--- src/rtl/pipe_stage_reg_if.sv ---
// pipe_stage_reg_if: valid/ready handshake bundle around one elastic pipeline stage
interface pipe_stage_reg_if #(parameter int WIDTH = 32);
  logic             flush;
  logic             in_valid;
  logic             in_ready;
  logic [WIDTH-1:0] in_data;
  logic             out_valid;
  logic             out_ready;
  logic [WIDTH-1:0] out_data;
  logic [1:0]       count;
  modport master (output flush, in_valid, in_data, out_ready, input in_ready, out_valid, out_data, count);
  modport slave  (input flush, in_valid, in_data, out_ready, output in_ready, out_valid, out_data, count);
endinterface

--- src/rtl/pipe_stage_reg.sv ---
// pipe_stage_reg: two-entry skid stage with flush; PIPE_STAGE_REG_CLEAR_EN clears data to NOP on reset/flush and when empty
module pipe_stage_reg #(
  parameter int             WIDTH = 32,
  parameter logic [WIDTH-1:0] NOP = '0
) (
  input logic clk,
  input logic reset,
  pipe_stage_reg_if.slave bus
);
  typedef enum logic [1:0] {EMPTY = 2'd0, ONE = 2'd1, TWO = 2'd2} state_t;
  state_t           state_q, state_d;
  logic [WIDTH-1:0] main_q, main_d, skid_q, skid_d;
  logic             acc, pop;
  assign acc = bus.in_valid & bus.in_ready;
  assign pop = bus.out_valid & bus.out_ready;
  always_ff @(posedge clk)
    if (reset) state_q <= EMPTY;
    else       state_q <= state_d;
`ifdef PIPE_STAGE_REG_CLEAR_EN
  always_ff @(posedge clk)
    if (reset) begin
      main_q <= NOP;
      skid_q <= NOP;
    end else begin
      main_q <= main_d;
      skid_q <= skid_d;
    end
`else
  always_ff @(posedge clk) begin
    main_q <= main_d;
    skid_q <= skid_d;
  end
`endif
  always_comb begin
    state_d = bus.flush          ? EMPTY :
              (state_q == EMPTY) ? (acc ? ONE : EMPTY) :
              (state_q == ONE)   ? ((acc & !pop) ? TWO : (!acc & pop) ? EMPTY : ONE) :
                                   (pop ? ONE : TWO);
    main_d = (state_q == TWO && pop)                                     ? skid_q :
             ((state_q == EMPTY && acc) || (state_q == ONE && acc && pop)) ? bus.in_data : main_q;
    skid_d = (state_q == ONE && acc && !pop) ? bus.in_data : skid_q;
`ifdef PIPE_STAGE_REG_CLEAR_EN
    main_d = bus.flush ? NOP : main_d;
    skid_d = bus.flush ? NOP : skid_d;
`endif
  end
  always_comb begin
    bus.in_ready  = state_q != TWO;
    bus.out_valid = state_q != EMPTY;
    bus.count     = state_q;
`ifdef PIPE_STAGE_REG_CLEAR_EN
    bus.out_data  = bus.out_valid ? main_q : NOP;
`else
    bus.out_data  = main_q;
`endif
  end
endmodule

--- src/flat_wrapper.sv ---
// flat-port wrapper written by rule: the top's interface ports become plain ports
module pipe_stage_reg_flat 
#(
  parameter int             WIDTH = 32,
  parameter logic [WIDTH-1:0] NOP = '0
)
  (clk, reset, bus_flush, bus_in_valid, bus_in_data, bus_out_ready, bus_in_ready, bus_out_valid, bus_out_data, bus_count);
  pipe_stage_reg_if #(.WIDTH(WIDTH)) bus_i ();
  input logic clk;
  input logic reset;
  input wire logic [$bits(bus_i.flush)-1:0] bus_flush;
  input wire logic [$bits(bus_i.in_valid)-1:0] bus_in_valid;
  input wire logic [$bits(bus_i.in_data)-1:0] bus_in_data;
  input wire logic [$bits(bus_i.out_ready)-1:0] bus_out_ready;
  output wire logic [$bits(bus_i.in_ready)-1:0] bus_in_ready;
  output wire logic [$bits(bus_i.out_valid)-1:0] bus_out_valid;
  output wire logic [$bits(bus_i.out_data)-1:0] bus_out_data;
  output wire logic [$bits(bus_i.count)-1:0] bus_count;
  assign bus_i.flush = bus_flush;
  assign bus_i.in_valid = bus_in_valid;
  assign bus_i.in_data = bus_in_data;
  assign bus_i.out_ready = bus_out_ready;
  assign bus_in_ready = bus_i.in_ready;
  assign bus_out_valid = bus_i.out_valid;
  assign bus_out_data = bus_i.out_data;
  assign bus_count = bus_i.count;
  pipe_stage_reg #(.WIDTH(WIDTH), .NOP(NOP)) u_core (.clk(clk), .reset(reset), .bus(bus_i));
endmodule
--- config.mk ---
export PLATFORM = sky130hd
export DESIGN_NAME = pipe_stage_reg_flat
export DESIGN_NICKNAME = d
export VERILOG_FILES = /design/src/rtl/pipe_stage_reg_if.sv /design/src/rtl/pipe_stage_reg.sv /design/src/flat_wrapper.sv
export SDC_FILE = /design/constraint.sdc
export NUM_CORES = 1
export LEC_CHECK = 0
export CAP_MARGIN = 10
export CORE_ASPECT_RATIO = 0.8
export CORE_UTILIZATION = 42
export CTS_CLUSTER_SIZE = 24
export DETAILED_ROUTE_END_ITERATION = 16
export GPL_TIMING_DRIVEN = 1
export PLACE_DENSITY_LB_ADDON = 0.1
export SLEW_MARGIN = 30
export SYNTH_ARGS = -nofsm -noshare
export SYNTH_HDL_FRONTEND = slang
export SYNTH_SLANG_ARGS = --single-unit
--- constraint.sdc ---
create_clock -name clk -period 3.55 [get_ports clk]
set_clock_uncertainty 0.2 [all_clocks]
set_input_delay 0.5325 -clock clk [delete_from_list [all_inputs] [get_ports clk]]
set_output_delay 0.5325 -clock clk [all_outputs]
set_load 0.005 [all_outputs]
Word level (Yosys, flattened, before mapping). Cells that the tools add are included.

$add $sub $neg: 0. Multipliers: 0. Divide/modulo/power cells: 0. $lt $le $gt $ge: 0. Eq/ne operators: 3. Shift-type cells: 0. Mux-type cells: 8. Bitwise operators: 4. Reductions and logical operators: 12.

Operators with widths (number): $mux W32 (2); $mux W2 (4); $logic_and A1 B1 Y1 (5); $and A1 B1 Y1 (4); $reduce_bool A2 Y1 (2); $eq A2 B1 Y1 const B (1); $eq A2 B2 Y1 const B (1); $logic_not A1 Y1 (2); $logic_not A2 Y1 (1); $mux W1 (2); $ne A2 B2 Y1 const B (1); $reduce_or A2 Y1 (1); $logic_or A1 B1 Y1 (1).

Bits in registers: 66. Bits in latches: 0. Bits in writable memories: 0. Memory bits (read-only): 0. Output and inout port bits: 36. Memories: 0.

Depth between registers and ports, before layout. Gate-level depths: netlist of run 1.

Depth in word-level cells: 8. Depth in mapped cells: 3. Depth with buffers taken out: 2.

Least setup slack after synthesis of run 1. No wires, ideal clock.

Path kind: input port to flip-flop. From: input bus_in_valid. To: register u_core.skid_q[0], enable pin. Arrival: 2991 ps. Required time: 2882 ps. Slack: -109 ps. Stages: 2. Path buffers: 0. Cells stage by stage: nand2b_1 > nor3b_1.

Longest elaborated chain between the ends: 3.

Ends and longest elaborated chain: from (decl) (line flat_wrapper.sv:12) `input wire logic [$bits(bus_i.in_valid)-1:0] bus_in_valid;`; $and A1 B1 Y1 (line pipe_stage_reg.sv:14) `assign acc = bus.in_valid & bus.in_ready;`; $logic_and A1 B1 Y1 (2 in series) (line pipe_stage_reg.sv:41) `skid_d = (state_q == ONE && acc && !pop) ? bus.in_data : skid_q;`; to (signal assigned) (line pipe_stage_reg.sv:31) `skid_q <= skid_d;`; to (decl) (line pipe_stage_reg.sv:12) `logic [WIDTH-1:0] main_q, main_d, skid_q, skid_d;`.

Every way passes these cells. A chain may end at the register's enable or synchronous reset.

Final worst setup path of run 1.
From: input bus_out_ready. To: register u_core.main_q[21], in the netlist u_core.bus.out_data[21], data pin.

Longest elaborated chain between the ends: 3.

Ends and longest elaborated chain: from (decl) (line flat_wrapper.sv:14) `input wire logic [$bits(bus_i.out_ready)-1:0] bus_out_ready;`; $and A1 B1 Y1 (line pipe_stage_reg.sv:15) `assign pop = bus.out_valid & bus.out_ready;`; $logic_and A1 B1 Y1 (line pipe_stage_reg.sv:39) `main_d = (state_q == TWO && pop) ? skid_q :`; $mux W32 (line pipe_stage_reg.sv:39); named net u_core.main_d[21] (line pipe_stage_reg.sv:12); to (signal assigned) (line pipe_stage_reg.sv:30) `main_q <= main_d;`; to (decl) (line pipe_stage_reg.sv:12).

The timed path passes the listed nets, and every way through them passes these cells.

==> results of run 1 <==
==> worst paths after layout <==
| kind | startpoint | end | slack, ns | cells after the start |
|---|---|---|---|---|
| setup / recovery | bus_out_ready | u_core.bus.out_data[21] | 1.25 | 4 |
| setup reg to reg | u_core.bus.count[0] | u_core.bus.out_data[21] | 1.52 | 3 |
| hold reg to reg | u_core.skid_q[8] | u_core.bus.out_data[8] | 0.35 | 1 |
| hold / removal | u_core.skid_q[8] | u_core.bus.out_data[8] | 0.35 | 1 |
==> sequential cells by signal, summed over array words and instances, names as in the netlist <==
name	flops
u_core.bus.out_data	32
u_core.bus.count	2
u_core.skid_q	32
==> cells in the mapped netlist <==
cell / instances / area share [%]
or4b_1: 1 / 0.41
buf_4: 2 / 0.61
a21oi_1: 1 / 0.20
nor3b_1: 1 / 0.31
nor4_1: 1 / 0.26
dfxtp_1: 2 / 1.6
mux2_2: 32 / 15
o21ai_0: 2 / 0.41
buf_6: 1 / 0.46
a311oi_1: 1 / 0.36
nand3b_2: 1 / 0.46
and2b_1: 1 / 0.31
or2_2: 1 / 0.26
nand2b_1: 2 / 0.51
or3b_2: 1 / 0.36
edfxtp_1: 64 / 79
==> power breakdown <==
part           switching (mW)  internal (mW)
clock network           0.267          0.387
registers             0.00894          0.889
logic                  0.0437         0.0948
==> worst register-to-register path, delay by kind of cell (launching register included) <==
family        cells  cell delay (ns)
buf+inv           1             0.37
flops             1             0.46
simple gates      1             0.37
mux               1             0.39
==> metal layers <==
metal | up-vias | share of wire [%] | GRT usage, %
li1 | 624 | - | -
met1 | 643 | 41 | 18.4
met2 | 50 | 49 | 25.2
met3 | 7 | 8.4 | 8.27
met4 | 0 | 1.1 | 6.01
met5 | - | 0 | 0
==> cells in the final DEF, fill, tap and decap left out <==
cell type / count
bufinv_16: 2
nand3b_2: 1
clkinv_4: 1
or3b_2: 1
nor4_1: 1
mux2_2: 32
o21ai_4: 1
buf_4: 3
or4b_1: 1
nor3b_4: 1
clkinv_2: 2
edfxtp_1: 64
a311oi_1: 1
a21oi_1: 1
o21ai_0: 1
buf_16: 1
or2_2: 1
dfxtp_1: 2
and2b_1: 1
clkdlybuf4s50_1: 72
clkinv_1: 1
nand2b_1: 2
clkbuf_8: 9
==> metrics by stage <==
step	setup slack [ns]	hold WS, ns
after floorplan	0.763	0.325
after global placement	0.757	0.331
after detailed placement	0.697	0.334
after CTS	1.08	0.348
after global routing	1.19	0.360
final	1.25	0.346
==> cells by family after synthesis <==
family	Yosys count	share of synthesized area, %
AO/OA/AOI/OAI	4	0.973
flip-flops	66	80.3
AND/OR/NAND/NOR	9	2.87
buffers and inverters	3	1.08
multiplexers	32	14.8
==> layout make-up <==
type	count	area share (%)
Clock buffer	9	3.53
Clock inverter	6	2.35
Timing Repair Buffer	76	21.9
Tap cell	78	2.78
Sequential cell	66	55.8
Multi-Input combinational cell	45	13.6
==> flow_metrics.env, run 1 <==
export IMPL_crit_family="buffers and inverters"
export IMPL_cts_resized_gates=0
export IMPL_grt_usage_pct=16.0
export IMPL_grt_start_max_net_pins=33
export IMPL_critPathCaptureType="flip-flop"
export IMPL_cp_arrival_ns=2.19
export IMPL_dr_total_vias=1324
export IMPL_yosysSeqAreaShare_pct=80.3
export IMPL_wl_per_cell_um=15.3
export IMPL_clk_latency_ns=0.34
export IMPL_critPathBufInv=2
export IMPL_required_ns=3.44
export IMPL_grt_pass1_wl_mm=7.00
export IMPL_row_count=24
export IMPL_pwr_density_cell_nw_per_um2=481
export IMPL_vdd_drop_max_mv=0.264
export IMPL_finalHoldViolations=0
export IMPL_gp_congestion=0.687
export IMPL_finalCritPeriodShare_pct=64.7
export IMPL_clockBufferDepth=2
export IMPL_postCtsSetupBuffers=0
export IMPL_die_y_um=70.2
export IMPL_cp_cell_sequence="clkdlybuf4s50_1, nand3b_2, buf_4, mux2_2"
export IMPL_slew_headroom_pct=66.4
export IMPL_cts_htree_levels=3
export IMPL_portBuffers=72
export IMPL_fill_cells=414
export IMPL_slowest_delay_ns=0.53
export IMPL_synth_cell_types=16
export IMPL_viasPerCell=4.73
export IMPL_die_area_um2=6130
export IMPL_start_util_pct=44.2
export IMPL_fin_nets=235
export IMPL_placedCellCount=264
export IMPL_syn_area_per_cell_um2=21.4
export IMPL_postSynthCellCount=114
export IMPL_clk_transition_reported_paths_ns=0.07
export IMPL_p_leak_nw=1.21
export IMPL_finalSetupTns_ns=0
export IMPL_ys_ff_latch=66
export IMPL_io_pins=73
export IMPL_grt_remaining_overflow=0
export IMPL_multiInputGateArea_um2=477
export IMPL_syn_nets=151
export IMPL_syn_area_um2=2440
export IMPL_cts_hold_buffers_added=0
export IMPL_fin_crit_ns=2.30
export IMPL_worstMarginPinSlew_ns=0.502
export IMPL_antenna_cells=0
export IMPL_cap_violations=0
export IMPL_cp_max_fo=22
export IMPL_final_core_util_pct=63.6
export IMPL_power_mw=1.69
export IMPL_cts_sinks=66
export IMPL_hp_class="reg -> reg"
export IMPL_coreArea_um2=5530
export IMPL_cp_slowest_cell="clkdlybuf4s50_1"
export IMPL_drtPass1Iterations=4
export IMPL_worstSetupPathType="in -> reg"
export IMPL_layout_drive_gt1_share_pct=27.2
export IMPL_die_x_um=87.3
export IMPL_cts_tree="built"
export IMPL_setup_viol=0
export IMPL_stdcell_count=280
export IMPL_first_global_vias=1448
export IMPL_ant_nets=0
export IMPL_hpwl_mm=2.83
export IMPL_fmax_mhz=436
export IMPL_wl_mm=4.28
export IMPL_root_buffer="clkbuf_8"
export IMPL_syn2layout_area_growth_pct=43.9
export IMPL_rsz0062_at_grt="no"
export IMPL_seqCellArea_um2=1960
export IMPL_startpoint_type="input port"
export IMPL_remaining_drc_errors=0
export IMPL_drtIter0Drc=60
export IMPL_cts_buffers=9
export IMPL_antenna_found_initial=0
export IMPL_ys_warn_count=0
export IMPL_status="complete, no violations"
export IMPL_final_area_um2=3510
export IMPL_dpl_instance_area_um2=3280
export IMPL_maxSlewViolCount=0
(Power assumes the default switching activity.)
==> run 2: changes to the inputs <==
clock period = 2 ns   (was 3.55 ns; I/O delays follow)
==> flow_metrics.env, run 2 (same netlist as run 1, synthesis figures left out) <==
export IMPL_final_common_cell="clkdlybuf4s50_1"
export IMPL_worstMarginPinSlew_ns=0.259
export IMPL_remaining_drc_errors=0
export IMPL_pwr_density_cell_nw_per_um2=843
export IMPL_cts_sinks=66
export IMPL_pwr_share_clk_pct=38.7
export IMPL_power_mw=3.01
export IMPL_hpwl_mm=2.96
export IMPL_finalHoldViolations=0
export IMPL_fill_cells=415
export IMPL_fin_crit_ns=1.93
export IMPL_startpoint_type="flip-flop"
export IMPL_layout_drive_gt1_share_pct=29.6
export IMPL_vdd_drop_max_mv=0.519
export IMPL_dp_slack_ns=-0.0735
export IMPL_switching_share_pct=18.9
export IMPL_p_leak_nw=1.23
export IMPL_drtIter0Drc=87
export IMPL_grt_pass1_wl_mm=7.19
export IMPL_die_y_um=70.2
export IMPL_clockBufferDepth=2
export IMPL_clk_transition_reported_paths_ns=0.07
export IMPL_stdcell_count=284
export IMPL_die_area_um2=6130
export IMPL_finalSetupTns_ns=0
export IMPL_root_buffer="clkbuf_8"
export IMPL_fin_nets=238
export IMPL_critPathCaptureType="output port"
export IMPL_fmax_mhz=517
export IMPL_cts_tree="built"
export IMPL_required_ns=1.50
export IMPL_rsz0062_at_grt="no"
export IMPL_worst_hold_slack_ns=0.338
export IMPL_placedCellCount=268
export IMPL_status="complete, no violations"
export IMPL_ant_nets=0
export IMPL_postCtsSetupBuffers=0
export IMPL_row_count=24
export IMPL_cap_violations=0
export IMPL_start_util_pct=44.2
export IMPL_finalCritPeriodShare_pct=96.7
export IMPL_multiInputGateArea_um2=484
export IMPL_wl_mm=4.32
export IMPL_viasPerCell=4.64
export IMPL_grt_usage_pct=16.3
export IMPL_drtPass1Iterations=4
export IMPL_pwr_share_comb_pct=8.4
export IMPL_gp_congestion=0.690
export IMPL_syn2layout_area_growth_pct=46.1
export IMPL_maxSlewViolCount=0
export IMPL_clk_latency_ns=0.33
export IMPL_p_int_mw=2.44
export IMPL_cp_max_fo=9
export IMPL_cts_htree_levels=3
export IMPL_hp_class="in -> reg"
export IMPL_setup_viol=0
export IMPL_cp_cell_sequence="or2_2, clkdlybuf4s50_1"
export IMPL_antenna_cells=0
export IMPL_dr_total_vias=1317
export IMPL_coreArea_um2=5530
export IMPL_net_switching_power_uw=568
export IMPL_wl_per_cell_um=15.2
export IMPL_cp_arrival_ns=1.43
export IMPL_grt_start_max_net_pins=25
export IMPL_grt_remaining_overflow=0
export IMPL_slowest_delay_ns=0.45
export IMPL_cts_buffers=9
export IMPL_fin_ws_ns=0.0657
export IMPL_io_pins=73
export IMPL_antenna_found_initial=0
export IMPL_die_x_um=87.3
export IMPL_worstSetupPathType="reg -> out"
export IMPL_slew_headroom_pct=82.7
export IMPL_mostFrequentLayoutCells="clkdlybuf4s50_1, edfxtp_1, mux2_2, clkbuf_8, buf_4"
export IMPL_portBuffers=72
export IMPL_seqPwrFrac_pct=52.9
export IMPL_seqCellArea_um2=1970
export IMPL_cp_slowest_cell="clkdlybuf4s50_1"
export IMPL_first_global_vias=1408
run 2: final cells by class:
cell class	count	share of cell area, %
repair buffers	79	22.7
clock inverters	6	2.28
flip-flops and latches	66	55.1
multi-input cells	45	13.6
well taps	78	2.73
clock buffers	10	3.58
run 2: critical path: cells and delay by family (launching register included):
family                 cells  cell delay, ns
buffers and inverters      1            0.45
AND/OR/NAND/NOR            1            0.29
flip-flops                 1            0.37
run 2: stage by stage:
| stage | utilization [%] | area, um2 |
|---|---|---|
| 2_1_floorplan | - | 2470 |
| 3_3_place_gp | 60.7 | 3360 |
| 3_5_place_dp | 60.7 | 3360 |
| 4_1_cts | 64.5 | 3560 |
| 5_1_grt | 64.6 | 3570 |
| 6_report | 64.6 | 3570 |
run 2: repair_timing:
action                     CTS  global route
hold buffers                 0             0
resized for setup            0             2
setup endpoints to repair    0             2
run 2: layer usage:
layer,global-route usage [%],routed length [um],vias up
li1,-,-,628
met1,21.6,1950,633
met2,23.5,2050,52
met3,7.33,281,4
met4,6.38,36,0
met5,0,0,-
run 2: power by group through the flow:
stage | sequential (mW) | combinational (mW) | clock, mW
floorplan | 1.63 | 0.0589 | 0
global placement | 1.62 | 0.248 | 0
detailed placement | 1.62 | 0.254 | 0
CTS | 1.59 | 0.257 | 1.20
global route | 1.60 | 0.272 | 1.25
finish | 1.59 | 0.252 | 1.17
run 2: final timing paths:
path | from | endpoint | slack [ns] | cells past startpoint
worst max-delay path | u_core.bus.count[1] | bus_out_valid | 0.07 | 2
worst min-delay path | bus_flush | u_core.bus.count[0] | 0.34 | 2
worst max register to register | u_core.bus.count[0] | u_core.bus.out_data[2] | 0.41 | 3
worst min register to register | u_core.skid_q[26] | u_core.bus.out_data[26] | 0.35 | 1
==> run 3: changes to the inputs <==
CELL_PAD_IN_SITES_DETAIL_PLACEMENT = 0   (was default)
CELL_PAD_IN_SITES_GLOBAL_PLACEMENT = 2   (was default)
CORE_UTILIZATION = 30   (was 42)
SETUP_SLACK_MARGIN = 0.3   (was default)
==> flow_metrics.env, run 3 (same netlist as run 1, synthesis figures left out) <==
export IMPL_ant_nets=0
export IMPL_switching_share_pct=20.4
export IMPL_clockBufferDepth=2
export IMPL_met3_length_um=351
export IMPL_final_common_cell="edfxtp_1"
export IMPL_cts_htree_levels=3
export IMPL_met2_length_mm=2.44
export IMPL_grt_pass1_wl_mm=7.50
export IMPL_rsz0062_at_grt="yes"
export IMPL_grt_remaining_overflow=0
export IMPL_clk_latency_ns=0.33
export IMPL_antenna_cells=0
export IMPL_finalCritPeriodShare_pct=84.9
export IMPL_setup_viol=0
export IMPL_multiInputGateArea_um2=493
export IMPL_remaining_drc_errors=0
export IMPL_mostFrequentLayoutCells="edfxtp_1, clkdlybuf4s50_1, mux2_2, dlygate4sd2_1, dlymetal6s2s_1"
export IMPL_clk_transition_reported_paths_ns=0.07
export IMPL_worstMarginPinSlew_ns=0.302
export IMPL_p_int_mw=2.34
export IMPL_required_ns=1.86
export IMPL_highest_layer="met4"
export IMPL_cts_sinks=66
export IMPL_io_pins=73
export IMPL_hp_class="in -> reg"
export IMPL_die_y_um=82.7
export IMPL_critPathCaptureType="flip-flop"
export IMPL_hpwl_mm=3.10
export IMPL_startpoint_type="flip-flop"
export IMPL_fmax_mhz=589
export IMPL_coreArea_um2=7910
export IMPL_cp_max_fo=7
export IMPL_wl_per_cell_um=15.4
export IMPL_dpl_instance_area_um2=3430
export IMPL_pwr_density_cell_nw_per_um2=749
export IMPL_die_area_um2=8510
export IMPL_finalSetupTns_ns=0
export IMPL_drtPass1Iterations=4
export IMPL_fin_crit_ns=1.70
export IMPL_gp_congestion=0.726
export IMPL_dp_slack_ns=-0.104
export IMPL_net_switching_power_uw=600
export IMPL_row_count=29
export IMPL_wl_mm=5.14
export IMPL_layout_drive_gt1_share_pct=36.7
export IMPL_first_global_vias=1480
export IMPL_cp_arrival_ns=1.55
export IMPL_drtIter0Drc=81
export IMPL_start_util_pct=30.9
export IMPL_fin_nets=258
export IMPL_pwr_share_clk_pct=36.0
export IMPL_syn2layout_area_growth_pct=60.6
export IMPL_cts_hold_buffers_added=0
export IMPL_finalHoldViolations=0
export IMPL_die_x_um=103
export IMPL_fill_cells=698
export IMPL_status="complete, no violations"
export IMPL_seqCellArea_um2=1970
export IMPL_portBuffers=72
export IMPL_antenna_found_initial=0
export IMPL_seqPwrFrac_pct=54.1
export IMPL_viasPerCell=4.29
export IMPL_final_area_um2=3920
export IMPL_pwr_share_comb_pct=9.9
export IMPL_p_leak_nw=1.55
export IMPL_cts_buffers=9
export IMPL_grt_usage_pct=12.5
export IMPL_maxSlewViolCount=0
export IMPL_cap_violations=0
export IMPL_vdd_drop_max_mv=0.402
export IMPL_root_buffer="clkbuf_8"
export IMPL_fin_ws_ns=0.303
export IMPL_grt_start_max_net_pins=19
export IMPL_cts_tree="built"
export IMPL_met1_length_mm=2.26
export IMPL_slew_headroom_pct=79.9
export IMPL_worstSetupPathType="reg -> reg"
export IMPL_dr_total_vias=1434
## run 3: cell count changes in the layout (fill, tap and decap cells not counted), sizes merged
cell,previous run,this run
clkbuf,10,14
clkinv,3,4
dlygate4sd2,0,17
dlymetal6s2s,0,14
bufinv,2,1
clkdlybuf4s50,72,40
buf,7,24
## run 3: cell type report
| type | count | share of cell area (%) |
|---|---|---|
| Timing Repair Buffer | 99 | 29.1 |
| Clock inverter | 6 | 1.47 |
| Sequential cell | 66 | 50.2 |
| Multi-Input combinational cell | 45 | 12.6 |
| Tap cell | 108 | 3.44 |
| Clock buffer | 10 | 3.25 |
## run 3: power groups by stage
stage                     logic (mW)  registers (mW)  clock network, mW
after floorplan               0.0589            1.63                  0
after global placement         0.257            1.62                  0
after detailed placement       0.262            1.62                  0
after CTS                      0.288            1.59               1.10
after global routing           0.312            1.59               1.15
final                          0.291            1.59               1.06
## run 3: timing repair
item,CTS,global route
pin swaps,0,1
gates cloned,2,3
buffers inserted,11,4
setup endpoints to repair,49,51
resized for setup,22,20
## run 3: per-layer routing
layer | up-vias | global-route usage (%)
met2 | 56 | 20.3
met4 | 0 | 5.92
met1 | 695 | 14.7
li1 | 676 | -
met3 | 7 | 4.80
met5 | - | 0
## run 3: path summary, 6_finish.rpt
kind	startpoint	endpoint	slack [ns]	cells after the start
hold reg to reg	u_core.skid_q[3]	u_core.bus.out_data[3]	0.35	1
hold / removal	bus_flush	u_core.bus.count[0]	0.33	2
setup reg to reg	u_core.bus.count[0]	u_core.bus.out_data[25]	0.30	6
setup / recovery	u_core.bus.count[0]	u_core.bus.out_data[25]	0.30	6
## run 3: worst max-delay path, cell delays in order (launching register included)
cell       delay (ns)
dfxtp_4          0.36
buf_6            0.11
nand3b_4         0.20
buf_12           0.17
o21ai_4          0.08
buf_12           0.15
clkbuf_16        0.14
## run 3: metrics by stage
stage	hold slack [ns]	utilization [%]	cells	power [mW]
after global routing	0.332	49.6	334	3.05
after floorplan	0.162	-	114	1.69
after CTS	0.313	47.7	327	2.98
final	0.331	49.6	334	2.94
after global placement	0.331	43.4	298	1.88
after detailed placement	0.335	43.4	298	1.88
